## config.mk

```make
export PLATFORM = sky130hd
export DESIGN_NAME = score_display
export DESIGN_NICKNAME = d
export VERILOG_FILES = /design/src/rtl/score_display_pkg.sv /design/src/rtl/seg7_encode.sv /design/src/rtl/score_display.sv
export SDC_FILE = /design/constraint.sdc
export NUM_CORES = 1
export LEC_CHECK = 0
export CAP_MARGIN = 20
export CELL_PAD_IN_SITES_DETAIL_PLACEMENT = 0
export CELL_PAD_IN_SITES_GLOBAL_PLACEMENT = 1
export CORE_MARGIN = 2
export CORE_UTILIZATION = 28
export CTS_CLUSTER_DIAMETER = 30
export DETAILED_ROUTE_END_ITERATION = 8
export DONT_BUFFER_PORTS = 1
export GPL_TIMING_DRIVEN = 0
export PLACE_DENSITY_LB_ADDON = 0.1
export SETUP_SLACK_MARGIN = 0.02
export SLEW_MARGIN = 20
export SYNTH_ARGS = -nofsm -noshare
export SYNTH_HDL_FRONTEND = slang
export SYNTH_HIERARCHICAL = 1
export SYNTH_SLANG_ARGS = --single-unit
```

## constraint.sdc

```tcl
create_clock -name clk -period 2.35 [get_ports clk]
set_input_delay 0 -clock clk [delete_from_list [all_inputs] [get_ports clk]]
set_output_delay 0 -clock clk [all_outputs]
set_load 0.02 [all_outputs]
```

## src/rtl/score_display_pkg.sv

```systemverilog
// Shared constants for the score display: active-low segment patterns and FSM states.
package score_display_pkg;

  typedef enum logic [1:0] {
    ST_IDLE  = 2'd0,
    ST_SHIFT = 2'd1,
    ST_LATCH = 2'd2
  } state_t;

  // Bit order {g,f,e,d,c,b,a}; a 0 lights the segment.
  localparam logic [6:0] SEG_DIGIT [10] = '{
    7'b1000000, 7'b1111001, 7'b0100100, 7'b0110000, 7'b0011001,
    7'b0010010, 7'b0000010, 7'b1111000, 7'b0000000, 7'b0010000
  };

  localparam logic [6:0] SEG_DASH  = 7'b0111111;
  localparam logic [6:0] SEG_BLANK = 7'b1111111;

endpackage

```

## src/rtl/seg7_encode.sv

```systemverilog
// One 7-segment digit: BCD value with blank and dash overrides, polarity selectable.
module seg7_encode
  import score_display_pkg::*;
#(
  parameter bit ACTIVE_LOW = 1'b1
) (
  input  logic [3:0] bcd,
  input  logic       blank,
  input  logic       dash,
  output logic [6:0] seg
);

  logic [6:0] seg_al;

  // Dash wins over blank so an overflow shows on every digit.
  always_comb begin
    seg_al = SEG_BLANK;
    if (dash) begin
      seg_al = SEG_DASH;
    end else if (blank) begin
      seg_al = SEG_BLANK;
    end else if (bcd <= 4'd9) begin
      seg_al = SEG_DIGIT[bcd];
    end
  end

  assign seg = ACTIVE_LOW ? seg_al : ~seg_al;

endmodule

```

## src/rtl/score_display.sv

```systemverilog
// Binary score to parallel 7-segment digits via a bit-serial double-dabble converter.
// Handshake: load is a one-cycle request; a load while busy is queued (newest score wins) and runs right after the current result latches; done pulses once per result.
module score_display
  import score_display_pkg::*;
#(
  parameter int SCORE_W       = 7,
  parameter int DIGITS        = 4,
  parameter bit ACTIVE_LOW    = 1'b1,
  parameter bit BLANK_LEADING = 1'b1
) (
  input  logic                  clk,
  input  logic                  rst,
  input  logic [SCORE_W-1:0]    score,
  input  logic                  load,
  output logic [7*DIGITS-1:0]   seg,
  output logic                  busy,
  output logic                  done,
  output logic                  overflow,
  output state_t                dbg_state
);

  localparam int BCD_W = 4 * (DIGITS + 1);
  localparam int CNT_W = $clog2(SCORE_W + 1);

  state_t               state;
  logic [SCORE_W-1:0]   bin_q;
  logic [SCORE_W-1:0]   pend_score;
  logic                 pending;
  logic [BCD_W-1:0]     bcd_q;
  logic [BCD_W-1:0]     bcd_adj;
  logic [CNT_W-1:0]     cnt;
  logic                 ovf_q;
  logic                 ovf_now;
  logic                 seen;
  logic [DIGITS-1:0]    blank_v;
  logic [7*DIGITS-1:0]  seg_next;

  assign dbg_state = state;

  always_comb begin
    bcd_adj = bcd_q;
    for (int i = 0; i <= DIGITS; i++) begin
      if (bcd_q[4*i +: 4] >= 4'd5) begin
        bcd_adj[4*i +: 4] = bcd_q[4*i +: 4] + 4'd3;
      end
    end
  end

  // ovf_q catches a carry out of the extra nibble when the score is far too big.
  assign ovf_now = ovf_q | (bcd_q[BCD_W-1 -: 4] != 4'd0);

  always_comb begin
    seen    = 1'b0;
    blank_v = '0;
    for (int i = DIGITS - 1; i >= 0; i--) begin
      seen       = seen | (bcd_q[4*i +: 4] != 4'd0);
      blank_v[i] = BLANK_LEADING && (i != 0) && !seen;
    end
  end

  for (genvar g = 0; g < DIGITS; g++) begin : g_dig
    seg7_encode #(.ACTIVE_LOW(ACTIVE_LOW)) u_enc (
      .bcd   (bcd_q[4*g +: 4]),
      .blank (blank_v[g]),
      .dash  (ovf_now),
      .seg   (seg_next[7*g +: 7])
    );
  end

  always_ff @(posedge clk or posedge rst) begin
    if (rst) begin
      state      <= ST_IDLE;
      bin_q      <= '0;
      pend_score <= '0;
      pending    <= 1'b0;
      bcd_q      <= '0;
      cnt        <= '0;
      ovf_q      <= 1'b0;
      seg        <= {(7*DIGITS){ACTIVE_LOW}};
      busy       <= 1'b0;
      done       <= 1'b0;
      overflow   <= 1'b0;
    end else begin
      done <= 1'b0;
      if (load && state != ST_IDLE) begin
        pending    <= 1'b1;
        pend_score <= score;
      end
      case (state)
        ST_IDLE: begin
          if (load) begin
            bin_q <= score;
            bcd_q <= '0;
            cnt   <= '0;
            ovf_q <= 1'b0;
            busy  <= 1'b1;
            state <= ST_SHIFT;
          end
        end
        ST_SHIFT: begin
          {bcd_q, bin_q} <= {bcd_adj, bin_q} << 1;
          ovf_q          <= ovf_q | bcd_adj[BCD_W-1];
          cnt            <= cnt + 1'b1;
          if (cnt == CNT_W'(SCORE_W - 1)) begin
            state <= ST_LATCH;
          end
        end
        ST_LATCH: begin
          seg      <= seg_next;
          overflow <= ovf_now;
          done     <= 1'b1;
          if (pending || load) begin
            bin_q   <= load ? score : pend_score;
            bcd_q   <= '0;
            cnt     <= '0;
            ovf_q   <= 1'b0;
            pending <= 1'b0;
            state   <= ST_SHIFT;
          end else begin
            busy  <= 1'b0;
            state <= ST_IDLE;
          end
        end
        default: state <= ST_IDLE;
      endcase
    end
  end

endmodule

```

==> impl_metrics.toml <==
[global_routing]
grt_max_degree = 50
gr-total-overflow = 0
grt_pass1_wl_mm = 17.56
grt_usage_pct = 12.79
grt_pass1_vias = 3285
grt_antenna_before_repair = 0

[worst_setup_path]
path_max_fanout = 9
path_cells = "inv_1 > ha_1 > or4b_4 > a211oi_4 > buf_4 > o21ai_0 > mux2_2"
crit_type = "flip-flop to flip-flop"
slowest_delay_ns = 0.59
arrival_ns = 2.50
reg2reg_depth = 7
r2r_start = "bcd_q[16]"
cp-start-kind = "flip-flop"
required_ns = 2.62
r2r_setup_slack_ns = 0.12
r2r-end = "seg[14]"
crit_path_end_kind = "flip-flop"
slowest_stage = "or4b_4"
startpoint = "bcd_q[16]"

[placement]
place_ws_ns = -0.3055
hpwl_mm = 7.292
gp_congestion = 0.7463
placed_cell_area_um2 = 4942
port_buffers = 0
place_inst = 659

[finish]
drive_gt1_share_pct = 29.85
final_nets = 513
final_cell_area_um2 = 5411
final_cell_count_no_fill = 689
n_antenna_cell = 0
register_area_um2 = 1839
multi_input_area_um2 = 2524
fillers = 1703
synthToLayoutAreaGrowth_pct = 16.92

[drt]
wl_mm = 10.56
route.vias.total = 3184
firstDrtPassIters = 4
routed_via_density = 4.621
drtIter0Drc = 110
ant_nets = 0
drc = 0
wl_per_cell_um = 15.33

[die]
die_y_um = 132.6
core_area_um2 = 16350
die_area_um2 = 17570
die_w_um = 132.6
io-pin-count = 43
start_util_pct = 28.31
core.rowCount = 47

[synthesis]
ys.flop_type = "dfrtp_1"
yosys_warnings = 6
syn_inst = 437
yosys-top-cells-count = "dfrtp_1, a21oi_1, nand2_1, ha_1, mux2_2"
synth_seq_area_share_pct = 39.69
synth_cell_type_count = 44
ys_ff_latch = 72
synth_edf_count = 0
synthesis.area_um2 = 4628
synth_top_cell_area_share_pct = 23.79
synthTopCellsByArea = "dfrtp_1, dfstp_2, ha_1"
postSynth.asyncResetShare_pct = 100.0
yosysTopAreaCell = "dfrtp_1"
syn_area_per_cell_um2 = 10.59
yosysMostFrequentCell = "dfrtp_1"

[cts]
htree_num_levels = 3
clk_latency_ns = 0.34
clockBufferDepth = 2
cts_buffers = 9
clock-sinks = 72
cts_tree = "yes"
cts.clk_slew.worst_paths_ns = 0.06
cts_root_buf = "clkbuf_16"

[min_path]
worstHoldStart = "score[0]"
hold_class = "input port to flip-flop"
whs_path_depth = 4
min_to = "bin_q[0]"

[sta]
finalHoldViolations = 0
final.setup.worst_slack_ns = 0.1199
final-setup-viol-count = 0
fin_skew_ns = 0.005646
relSlewSlack_pct = 51.11
fin_setup_tns_ns = 0
final_max_slew_viol_count = 0
rsz0062_at_grt = "true"
fin_crit_ns = 2.230
fmax_mhz = 448.4
finalCritPeriodShare_pct = 94.90
worstMarginPinSlew_ns = 0.7289

[run]
max_cap_viol_count = 0

[power_and_ir_drop]
internal_power_uw = 4415
leakage_uw = 0.002284
power_frac_comb_pct = 44.4
peakVddDrop_mv = 0.4432
p_switching_uw = 3012
p_clk_share_pct = 19.9
switching_share_pct = 40.56
p_seq_share_pct = 35.8
power_density_nw_per_um2 = 1372

[status]
status = "completed"
[routing by layer]
layer / track usage (%) / share of wire, %
met1: 16.15 / 48
met2: 21.19 / 47
met3: 2.720 / 3.5
met4: 5.376 / 1.8
met5: 0 / 0
[cell families (layout without fill, tap and decap cells)]
kind of cell | count (synthesis) | count (layout) | synth area share [%]
AND/OR/NAND/NOR | 94 | 94 | 10.71
XOR/XNOR | 5 | 5 | 0.9462
flip-flops | 72 | 72 | 39.69
AO/OA/AOI/OAI | 124 | 124 | 19.95
buffers and inverters | 53 | 84 | 6.407
multiplexers | 49 | 49 | 11.68
adder cells (fa/ha/maj) | 39 | 39 | 10.54
other | 1 | 2 | 0.08103
[placed cells by master (no fill, tap or decap), types with 6 or more instances in the layout]
master          n
clkbuf_16       9
mux2_2         36
dfrtp_1        42
buf_4           7
dlygate4sd3_1   9
buf_2          10
a21oi_1        40
ha_1           39
nand2b_1        6
a22o_1          6
mux2i_1        12
o22ai_2         9
o21ai_0        31
nand3_1         6
nand2_1        40
dfstp_2        28
buf_6           6
inv_1          32
nor2_1         13
[sequential cells by signal, summed over array words and instances (netlist names)]
| name | cells |
|---|---|
| busy | 1 |
| bcd_q | 20 |
| pend_score | 7 |
| cnt | 3 |
| seg | 28 |
| done | 1 |
| ovf_q | 1 |
| bin_q | 7 |
| pending | 1 |
| overflow | 1 |
| dbg_state | 2 |
[worst max path at each step]
stage                     endpoint  slack, ns  cells after the start
after global placement    overflow      -0.58                      1
after floorplan            seg[11]       0.25                      6
after global routing       seg[14]       0.01                      7
after detailed placement   seg[13]      -0.31                      8
after CTS                  seg[17]       0.05                      6
final                      seg[14]       0.12                      7
[worst max-delay path: cells and delay by family (launching register included)]
kind            cells  cell delay [ns]
compound gates      2             0.40
fa+ha+maj           1             0.16
buf+inv             2             0.34
flops               1             0.39
mux                 1             0.27
simple gates        1             0.59
[metrics by stage]
| step | hold WS, ns | utilization [%] | total power, uW |
|---|---|---|---|
| floorplan | 0.1516 | - | 5102 |
| global placement | 0.1533 | 30.02 | 5876 |
| detailed placement | -0.1210 | 30.23 | 5907 |
| CTS | 0.02134 | 32.83 | 7479 |
| global route | 0.04501 | 33.10 | 8063 |
| finish | 0.03429 | 33.10 | 7427 |
[power by group through the flow]
stage,combinational (uW),clock (uW),sequential (uW)
floorplan,2550,0,2550
global placement,3190,0,2690
detailed placement,3220,0,2690
CTS,3270,1530,2670
global route,3720,1590,2750
finish,3300,1470,2660
[timing repair]
item / 4_1_cts / 5_1_grt
setup buffers: 0 / 5
gates cloned: 0 / 0
resized for setup: 4 / 7
hold endpoints to repair: 63 / 0
hold buffers: 9 / 0
pin swaps: 1 / 2
setup endpoints to repair: 26 / 18
[layout make-up]
| type | instances | area share, % |
|---|---|---|
| Buffer | 20 | 3.191 |
| Inverter | 33 | 2.335 |
| Tap cell | 220 | 5.087 |
| Clock inverter | 2 | 0.6474 |
| Clock buffer | 14 | 5.249 |
| Sequential cell | 72 | 33.99 |
| Timing Repair Buffer | 15 | 2.867 |
| Multi-Input combinational cell | 313 | 46.64 |
No activity file was read; power rests on OpenSTA's default activity.
